`src/rtl/axil_simp_pkg.sv`:
```
// Shared types and constants for the simple-driver to AXI4-Lite master engine.
package axil_simp_pkg;

  typedef enum logic [2:0] {
    IDLE    = 3'd0,
    WR_REQ  = 3'd1,
    WR_RESP = 3'd2,
    RD_REQ  = 3'd3,
    RD_RESP = 3'd4,
    DONE    = 3'd5
  } state_t;

  localparam logic [1:0] RESP_OKAY   = 2'b00;
  localparam logic [1:0] RESP_EXOKAY = 2'b01;
  localparam logic [1:0] RESP_SLVERR = 2'b10;
  localparam logic [1:0] RESP_DECERR = 2'b11;

  localparam int DEF_DATA_WIDTH     = 32;
  localparam int DEF_ADDR_WIDTH     = 8;
  localparam int DEF_TIMEOUT_CYCLES = 256;

  // States in which the engine is waiting on the AXI slave.
  function automatic logic is_busy(state_t s);
    return (s != IDLE) && (s != DONE);
  endfunction

endpackage

```
`src/rtl/axil_simp_wdog.sv`:
```
// Stall watchdog: counts cycles spent in a busy state, cleared on every state change.
module axil_simp_wdog
  import axil_simp_pkg::*;
#(
  parameter int C_TIMEOUT_CYCLES = DEF_TIMEOUT_CYCLES
) (
  input  logic clk,
  input  logic reset,
  input  logic active,
  input  logic restart,
  output logic expire
);

  localparam int CW = $clog2(C_TIMEOUT_CYCLES + 1);
  localparam logic [CW-1:0] LIMIT = CW'(C_TIMEOUT_CYCLES - 1);

  logic [CW-1:0] cnt_q, cnt_d;

  always_comb begin
    cnt_d = cnt_q + CW'(1);
    if (restart || !active) cnt_d = '0;
  end

  always_ff @(posedge clk) begin
    if (reset) cnt_q <= '0;
    else       cnt_q <= cnt_d;
  end

  // Fires on the cycle whose edge would be the C_TIMEOUT_CYCLES-th in this state.
  assign expire = active && (cnt_q == LIMIT);

endmodule

```
`src/rtl/axil_simp_master.sv`:
```
// Single-outstanding AXI4-Lite master driven by a level exec / four-phase fin command port.
// Optional stall watchdog enabled with `define AXIL_SIMP_TIMEOUT_EN.
module axil_simp_master
  import axil_simp_pkg::*;
#(
  parameter int C_AXI_DATA_WIDTH = DEF_DATA_WIDTH,
  parameter int C_AXI_ADDR_WIDTH = DEF_ADDR_WIDTH,
  parameter int C_TIMEOUT_CYCLES = DEF_TIMEOUT_CYCLES
) (
  input  logic                          clk,
  input  logic                          reset,
  input  logic [C_AXI_ADDR_WIDTH-1:0]   si_address,
  input  logic [C_AXI_DATA_WIDTH-1:0]   si_data,
  input  logic                          we,
  input  logic                          exec,
  output logic                          fin,
  output logic [C_AXI_DATA_WIDTH-1:0]   so_data,
  output logic [1:0]                    so_resp,
  output logic [C_AXI_ADDR_WIDTH-1:0]   awaddr,
  output logic [2:0]                    awprot,
  output logic                          awvalid,
  input  logic                          awready,
  output logic [C_AXI_DATA_WIDTH-1:0]   wdata,
  output logic [C_AXI_DATA_WIDTH/8-1:0] wstrb,
  output logic                          wvalid,
  input  logic                          wready,
  input  logic [1:0]                    bresp,
  input  logic                          bvalid,
  output logic                          bready,
  output logic [C_AXI_ADDR_WIDTH-1:0]   araddr,
  output logic [2:0]                    arprot,
  output logic                          arvalid,
  input  logic                          arready,
  input  logic [C_AXI_DATA_WIDTH-1:0]   rdata,
  input  logic [1:0]                    rresp,
  input  logic                          rvalid,
  output logic                          rready
);

  state_t                        state_q, state_d;
  logic [C_AXI_ADDR_WIDTH-1:0]   addr_q, addr_d;
  logic [C_AXI_DATA_WIDTH-1:0]   wdata_q, wdata_d;
  logic                          awvalid_q, awvalid_d, wvalid_q, wvalid_d;
  logic                          arvalid_q, arvalid_d, bready_q, bready_d;
  logic                          rready_q, rready_d, fin_q, fin_d;
  logic [C_AXI_DATA_WIDTH-1:0]   so_data_q, so_data_d;
  logic [1:0]                    so_resp_q, so_resp_d;

`ifdef AXIL_SIMP_TIMEOUT_EN
  logic wdog_expire;
  logic wdog_restart;

  assign wdog_restart = (state_d != state_q);

  axil_simp_wdog #(.C_TIMEOUT_CYCLES(C_TIMEOUT_CYCLES)) u_wdog (
    .clk     (clk),
    .reset   (reset),
    .active  (is_busy(state_q)),
    .restart (wdog_restart),
    .expire  (wdog_expire)
  );
`endif

  always_comb begin
    state_d   = state_q;
    addr_d    = addr_q;
    wdata_d   = wdata_q;
    awvalid_d = awvalid_q;
    wvalid_d  = wvalid_q;
    arvalid_d = arvalid_q;
    bready_d  = bready_q;
    rready_d  = rready_q;
    fin_d     = fin_q;
    so_data_d = so_data_q;
    so_resp_d = so_resp_q;
    case (state_q)
      IDLE: begin
        if (exec) begin
          addr_d  = si_address;
          wdata_d = si_data;
          if (we) begin
            state_d   = WR_REQ;
            awvalid_d = 1'b1;
            wvalid_d  = 1'b1;
          end else begin
            state_d   = RD_REQ;
            arvalid_d = 1'b1;
          end
        end
      end
      WR_REQ: begin
        // AW and W retire independently; move on once neither is pending.
        awvalid_d = awvalid_q && !awready;
        wvalid_d  = wvalid_q && !wready;
        if (!awvalid_d && !wvalid_d) begin
          state_d  = WR_RESP;
          bready_d = 1'b1;
        end
      end
      WR_RESP: begin
        if (bvalid) begin
          bready_d  = 1'b0;
          so_resp_d = bresp;
          fin_d     = 1'b1;
          state_d   = DONE;
        end
      end
      RD_REQ: begin
        if (arready) begin
          arvalid_d = 1'b0;
          rready_d  = 1'b1;
          state_d   = RD_RESP;
        end
      end
      RD_RESP: begin
        if (rvalid) begin
          rready_d  = 1'b0;
          so_data_d = rdata;
          so_resp_d = rresp;
          fin_d     = 1'b1;
          state_d   = DONE;
        end
      end
      DONE: begin
        if (!exec) begin
          fin_d   = 1'b0;
          state_d = IDLE;
        end
      end
      default: state_d = IDLE;
    endcase
`ifdef AXIL_SIMP_TIMEOUT_EN
    // Abandon the stalled transaction and report it as a slave error.
    if (wdog_expire) begin
      awvalid_d = 1'b0;
      wvalid_d  = 1'b0;
      arvalid_d = 1'b0;
      bready_d  = 1'b0;
      rready_d  = 1'b0;
      so_resp_d = RESP_SLVERR;
      fin_d     = 1'b1;
      state_d   = DONE;
    end
`endif
  end

  always_ff @(posedge clk) begin
    if (reset) begin
      state_q   <= IDLE;
      awvalid_q <= 1'b0;
      wvalid_q  <= 1'b0;
      arvalid_q <= 1'b0;
      bready_q  <= 1'b0;
      rready_q  <= 1'b0;
      fin_q     <= 1'b0;
      so_data_q <= '0;
      so_resp_q <= RESP_OKAY;
    end else begin
      state_q   <= state_d;
      awvalid_q <= awvalid_d;
      wvalid_q  <= wvalid_d;
      arvalid_q <= arvalid_d;
      bready_q  <= bready_d;
      rready_q  <= rready_d;
      fin_q     <= fin_d;
      so_data_q <= so_data_d;
      so_resp_q <= so_resp_d;
    end
  end

  always_ff @(posedge clk) begin
    addr_q  <= addr_d;
    wdata_q <= wdata_d;
  end

  assign fin     = fin_q;
  assign so_data = so_data_q;
  assign so_resp = so_resp_q;
  assign awaddr  = addr_q;
  assign araddr  = addr_q;
  assign wdata   = wdata_q;
  assign awvalid = awvalid_q;
  assign wvalid  = wvalid_q;
  assign arvalid = arvalid_q;
  assign bready  = bready_q;
  assign rready  = rready_q;
  assign wstrb   = '1;
  assign awprot  = 3'b000;
  assign arprot  = 3'b000;

endmodule
```
`config.mk`:
```
export PLATFORM = sky130hd
export DESIGN_NAME = axil_simp_master
export DESIGN_NICKNAME = d
export VERILOG_FILES = /design/src/rtl/axil_simp_pkg.sv /design/src/rtl/axil_simp_wdog.sv /design/src/rtl/axil_simp_master.sv
export SDC_FILE = /design/constraint.sdc
export NUM_CORES = 1
export LEC_CHECK = 0
export CORE_ASPECT_RATIO = 1.25
export CORE_MARGIN = 3
export CORE_UTILIZATION = 40
export DETAILED_ROUTE_END_ITERATION = 8
export PLACE_DENSITY = 0.85
export RECOVER_POWER = 50
export SETUP_SLACK_MARGIN = 0.2
export SYNTH_ARGS = -nofsm -noshare
export SYNTH_HDL_FRONTEND = slang
export SYNTH_SLANG_ARGS = --single-unit
```
`constraint.sdc`:
```
create_clock -name clk -period 11.3 [get_ports clk]
set_clock_uncertainty 0.05 [all_clocks]
set_input_delay 1.695 -clock clk [delete_from_list [all_inputs] [get_ports clk]]
set_output_delay 1.695 -clock clk [all_outputs]
set_load 0.02 [all_outputs]
```
## After elaboration in Yosys (flattened, before gate mapping)

Index checks and enable logic that the tools add are counted.
Widths: inputs -> output; s select.

- Equality and inequality tests: 13
- Mux-type cells: 29
- Reductions and logical operators: 23

Operators by type and width:

| kind | number |
|---|---|
| $mux 3 | 6 |
| $pmux 3 s6 | 1 |
| $ne 2x2->1 const B | 8 |
| $mux 1 | 12 |
| $reduce_and 3->1 | 4 |
| $pmux 1 s2 | 5 |
| $reduce_bool 2->1 | 5 |
| $reduce_and 4->1 | 2 |
| $eq 3x2->1 const B | 2 |
| $eq 3x3->1 const B | 2 |
| $mux 2 | 3 |
| $reduce_and 6->1 | 1 |
| $logic_not 1->1 | 4 |
| $pmux 2 s2 | 1 |
| $reduce_and 2->1 | 2 |
| $eq 3x1->1 const B | 1 |
| $logic_and 1x1->1 | 3 |
| $logic_not 3->1 | 1 |
| $pmux 1 s3 | 1 |
| $reduce_bool 3->1 | 1 |

- Flip-flop bits (word level): 83
- Input port bits: 85
- Output and inout port bits: 98
- Word-level logic and storage cells: 76

## Logic depth before layout (Yosys ltp)

- Depth after elaboration: 6
- Depth in mapped cells: 7
- Depth with buffers taken out: 4

## Least setup slack after synthesis

Ideal clock, no wire load.

- Path type: input-to-reg
- Start: in exec
- End: reg arvalid_q, in the netlist arvalid
- Setup time: 90 ps
- Arrival: 6499 ps
- Setup slack: 4662 ps
- Stages: 3
- Cell sequence: nor4b_1 -> a21oi_1 -> nor3_1

- Longest elaborated chain between the ends: 2

Ends and longest elaborated chain:

| what | RTL line | source |
|---|---|---|
| from (decl) | axil_simp_master.sv:15 | `input logic exec,` |
| $ne 2x2->1 (no line) | n/a |  |
| $reduce_and 4->1 (no line) | n/a |  |
| to (signal assigned) | axil_simp_master.sv:162 | `arvalid_q <= arvalid_d;` |
| to (decl) | axil_simp_master.sv:44 | `logic arvalid_q, arvalid_d, bready_q, bready_d;` |

No other way between the ends.
A chain may end at the register's enable or synchronous reset.

==> results.sh <==
export IMPL_synth_warning_count=0
export IMPL_postCtsSetupBuffers=0
export IMPL_worst_path_largest_cell_delay_ns=1.45
export IMPL_ys_ff_latch=83
export IMPL_synthDistinctLibCells=35
export IMPL_overflow=0
export IMPL_yosysSeqAreaShare_pct=66.48
export IMPL_met2_usage_pct=32.19
export IMPL_port_buffers=172
export IMPL_criticalPathCategory="input port to flop"
export IMPL_gp_congestion=0.7746
export IMPL_yosys_area_top_type="edfxtp_1"
export IMPL_numCtsBuffers=9
export IMPL_cp_end_kind="flop"
export IMPL_area_growth_pct=59.90
export IMPL_critPathMaxFanout=46
export IMPL_timing_rr_start="state_q[2]"
export IMPL_die_area_mm2=0.008853
export IMPL_hold_depth=2
export IMPL_cts_tree="yes"
export IMPL_synth_top_family_by_area="simple AND/OR/NAND/NOR gates"
export IMPL_period_needed_ns=3.867
export IMPL_routedWlPerCell_um=15.82
export IMPL_holdPathEnd="so_data[14]"
export IMPL_final_cells=529
export IMPL_syn_area_per_cell_um2=11.40
export IMPL_synth_area_mm2=0.003102
export IMPL_yosys_mux_area_fraction_pct=1.291
export IMPL_drt_vias_per_instance=4.858
export IMPL_cellLeakagePower_nw=1.827
export IMPL_htreeDepth=3
export IMPL_cp_data_arrival_time_ns=4.06
export IMPL_seqPwrFrac_pct=43.6
export IMPL_synthAdderAreaFrac_pct=0
export IMPL_r2r_cells=4
export IMPL_ir_drop_v=0.0001578
export IMPL_synthArstFlopShare_pct=0
export IMPL_yosys_area_share_simple_pct=13.35
export IMPL_hold_viol_final=0
export IMPL_power_density_mw_per_mm2=193.0
export IMPL_cp_start_kind="input port"
export IMPL_rows=35
export IMPL_grtUsageMet3_pct=6.735
export IMPL_min_from="so_data[14]"
export IMPL_p_sw_uw=311.7
export IMPL_wl_mm=8.369
export IMPL_fp_dieW_um=84.76
export IMPL_ant_nets=0
export IMPL_grt_pass1_wl_mm=12.95
export IMPL_dp_hpwl_mm=6.307
export IMPL_critical_path_slowest_cell="clkbuf_1"
export IMPL_fmax_mhz=258.6
export IMPL_reg2reg_setup_slack_ns=9.07
export IMPL_cts_max_path_buffers=2
export IMPL_dr_total_vias=2570
export IMPL_setup_viol=0
export IMPL_synth_edff_count=40
export IMPL_cap_viol_max_count=1
export IMPL_worstMarginPinSlew_ns=2.026
export IMPL_synth_compound_area_share_pct=10.00
export IMPL_drt_initial_drc_count=79
export IMPL_grt_pass1_vias=2504
export IMPL_synth_xor_area_share_pct=0
export IMPL_r2r_end="so_data[28]"
export IMPL_synth_top_area_share_pct=38.73
export IMPL_ios=183
export IMPL_postSynthCellCount=272
export IMPL_hold_class="flop to flop"
export IMPL_dr_pass1_iters=5
export IMPL_ctsResizeCount=0
export IMPL_status="complete, but fails checks"
export IMPL_start_util_pct=41.66
export IMPL_synthFlopType="dfxtp_1"
export IMPL_rsz0062_at_grt="false"
export IMPL_clkTransAtPathRegs_ns=0.08
export IMPL_fill_cells=554
export IMPL_p_int_uw=645.3
export IMPL_met1_usage_pct=21.61
export IMPL_synth_top_cells_by_area="edfxtp_1 39%, dfxtp_1 28%, nand2_1 8.7%, a21oi_1 6.1%, buf_4 4.6%"
export IMPL_slew_limit_headroom_pct=-35.10
export IMPL_grt_max_degree=47
export IMPL_dp_cells=513
export IMPL_cts_root_buf="clkbuf_8"
export IMPL_nets=517
export IMPL_coreArea_mm2=0.007445
export IMPL_worstPathRequired_ns=11.49
export IMPL_finalMaxSlewViolations=47
export IMPL_cp_cell_sequence="dlygate4sd3_1, clkbuf_1, nor2_1, a21o_2"
export IMPL_dieHeight_um=104.5
export IMPL_hold_ws_ns=0.4012
export IMPL_final_layout_size_suffix_gt1_share_pct=5.721
export IMPL_cts_sinks=83
export IMPL_busiest_layer="met2"
export IMPL_pwr_share_comb_pct=31.8
export IMPL_clk_latency_ns=0.34
export IMPL_p_sw_share_pct=32.57
export IMPL_antenna_found_initial=0
export IMPL_violations="capacitance limit, slew limit"
export IMPL_fin_crit_sh_pct=34.22
export IMPL_cts_hold_buf=0
export IMPL_finalSetupTns_ns=0
export IMPL_insertedDiodeCount=0
export IMPL_clkPwrFrac_pct=24.5
export IMPL_grtUsageTotal_pct=18.73
export IMPL_drc_errors=0
Yosys cell counts (2+ instances only):
cell      number
buf_8          3
inv_1          5
conb_1         2
nand2_1       72
mux2i_1        4
a21oi_1       38
dfxtp_1       43
buf_6          2
buf_4         19
nand3b_1       2
a211oi_1       2
nor2_1         7
nand2b_1       3
o21ai_0        5
edfxtp_1      40
clkbuf_1       6
critical path, delay by kind of cell:
| kind | cells | cell delay [ns] |
|---|---|---|
| compound gates | 1 | 0.27 |
| buf+inv | 2 | 1.97 |
| simple gates | 1 | 0.12 |
routing by layer:
metal  vias up  part of all wire, %  wire, µm
li1       1212                    -         -
met1      1193                   38      3195
met2       155                   50      4195
met3        10                   10       864
met4         0                  1.4       114
met5         -                    0         0
cell type report:
cell class	instances	area (µm²)	share of cell area, %
flip-flops and latches	83	2062	41.57
repair buffers	174	1733	34.94
multi-input cells	159	808.3	16.30
clock buffers	9	123.9	2.497
well taps	92	115.1	2.321
clock inverters	7	98.84	1.993
inverters	5	18.77	0.3784
how the worst max path moves through the flow:
| stage | from | to | slack [ns] |
|---|---|---|---|
| 4_1_cts | rvalid | so_data[27] | 8.04 |
| 3_5_place_dp | rvalid | so_data[27] | 7.67 |
| 6_report | reset | state_q[2] | 7.43 |
| 2_1_floorplan | exec | arvalid | 4.66 |
| 3_3_place_gp | rvalid | so_data[2] | 7.77 |
| 5_1_grt | reset | state_q[2] | 7.25 |
cell families (layout without fill, tap and decap cells):
kind of cell           after synthesis  count (layout)
AO/OA/AOI/OAI                       51              51
buffers and inverters               38             195
flip-flops                          83              83
multiplexers                         4               4
other                                2              10
AND/OR/NAND/NOR                     94              94
power groups by stage:
| stage | registers [mW] | clock network (mW) | logic, mW |
|---|---|---|---|
| global route | 0.426 | 0.254 | 0.324 |
| detailed placement | 0.427 | 0 | 0.323 |
| finish | 0.418 | 0.235 | 0.305 |
| global placement | 0.425 | 0 | 0.317 |
| floorplan | 0.482 | 0 | 0.133 |
| CTS | 0.420 | 0.241 | 0.324 |
state kept, by name, summed over array words and instances (netlist names), 2 cells and up:
register and flops:
so_data 32, araddr 8, wdata 32, state_q 3, so_resp 2
metrics by stage:
step                total power, mW  instance area (µm²)  util [%]  setup WS [ns]
finish                       0.9570                 4960     66.62          7.433
CTS                          0.9852                 4964     66.67          8.039
global route                  1.005                 4960     66.62          7.249
global placement             0.7419                 4741     63.68          7.772
floorplan                    0.6153                 3132         -          4.662
detailed placement           0.7499                 4741     63.68          7.673
cell usage in the layout, fill, tap and decap left out, types with 3 or more instances in the layout:
cell type	Yosys	routed
nand2b_1	3	3
dlygate4sd3_1	0	99
edfxtp_1	40	40
o21ai_0	5	5
nor2_1	7	7
a21oi_1	38	38
clkbuf_8	0	9
clkdlybuf4s50_1	0	73
inv_1	5	5
nand2_1	72	72
mux2i_1	4	4
conb_1	2	10
dfxtp_1	43	43
No activity file was read; power rests on OpenSTA's default activity.
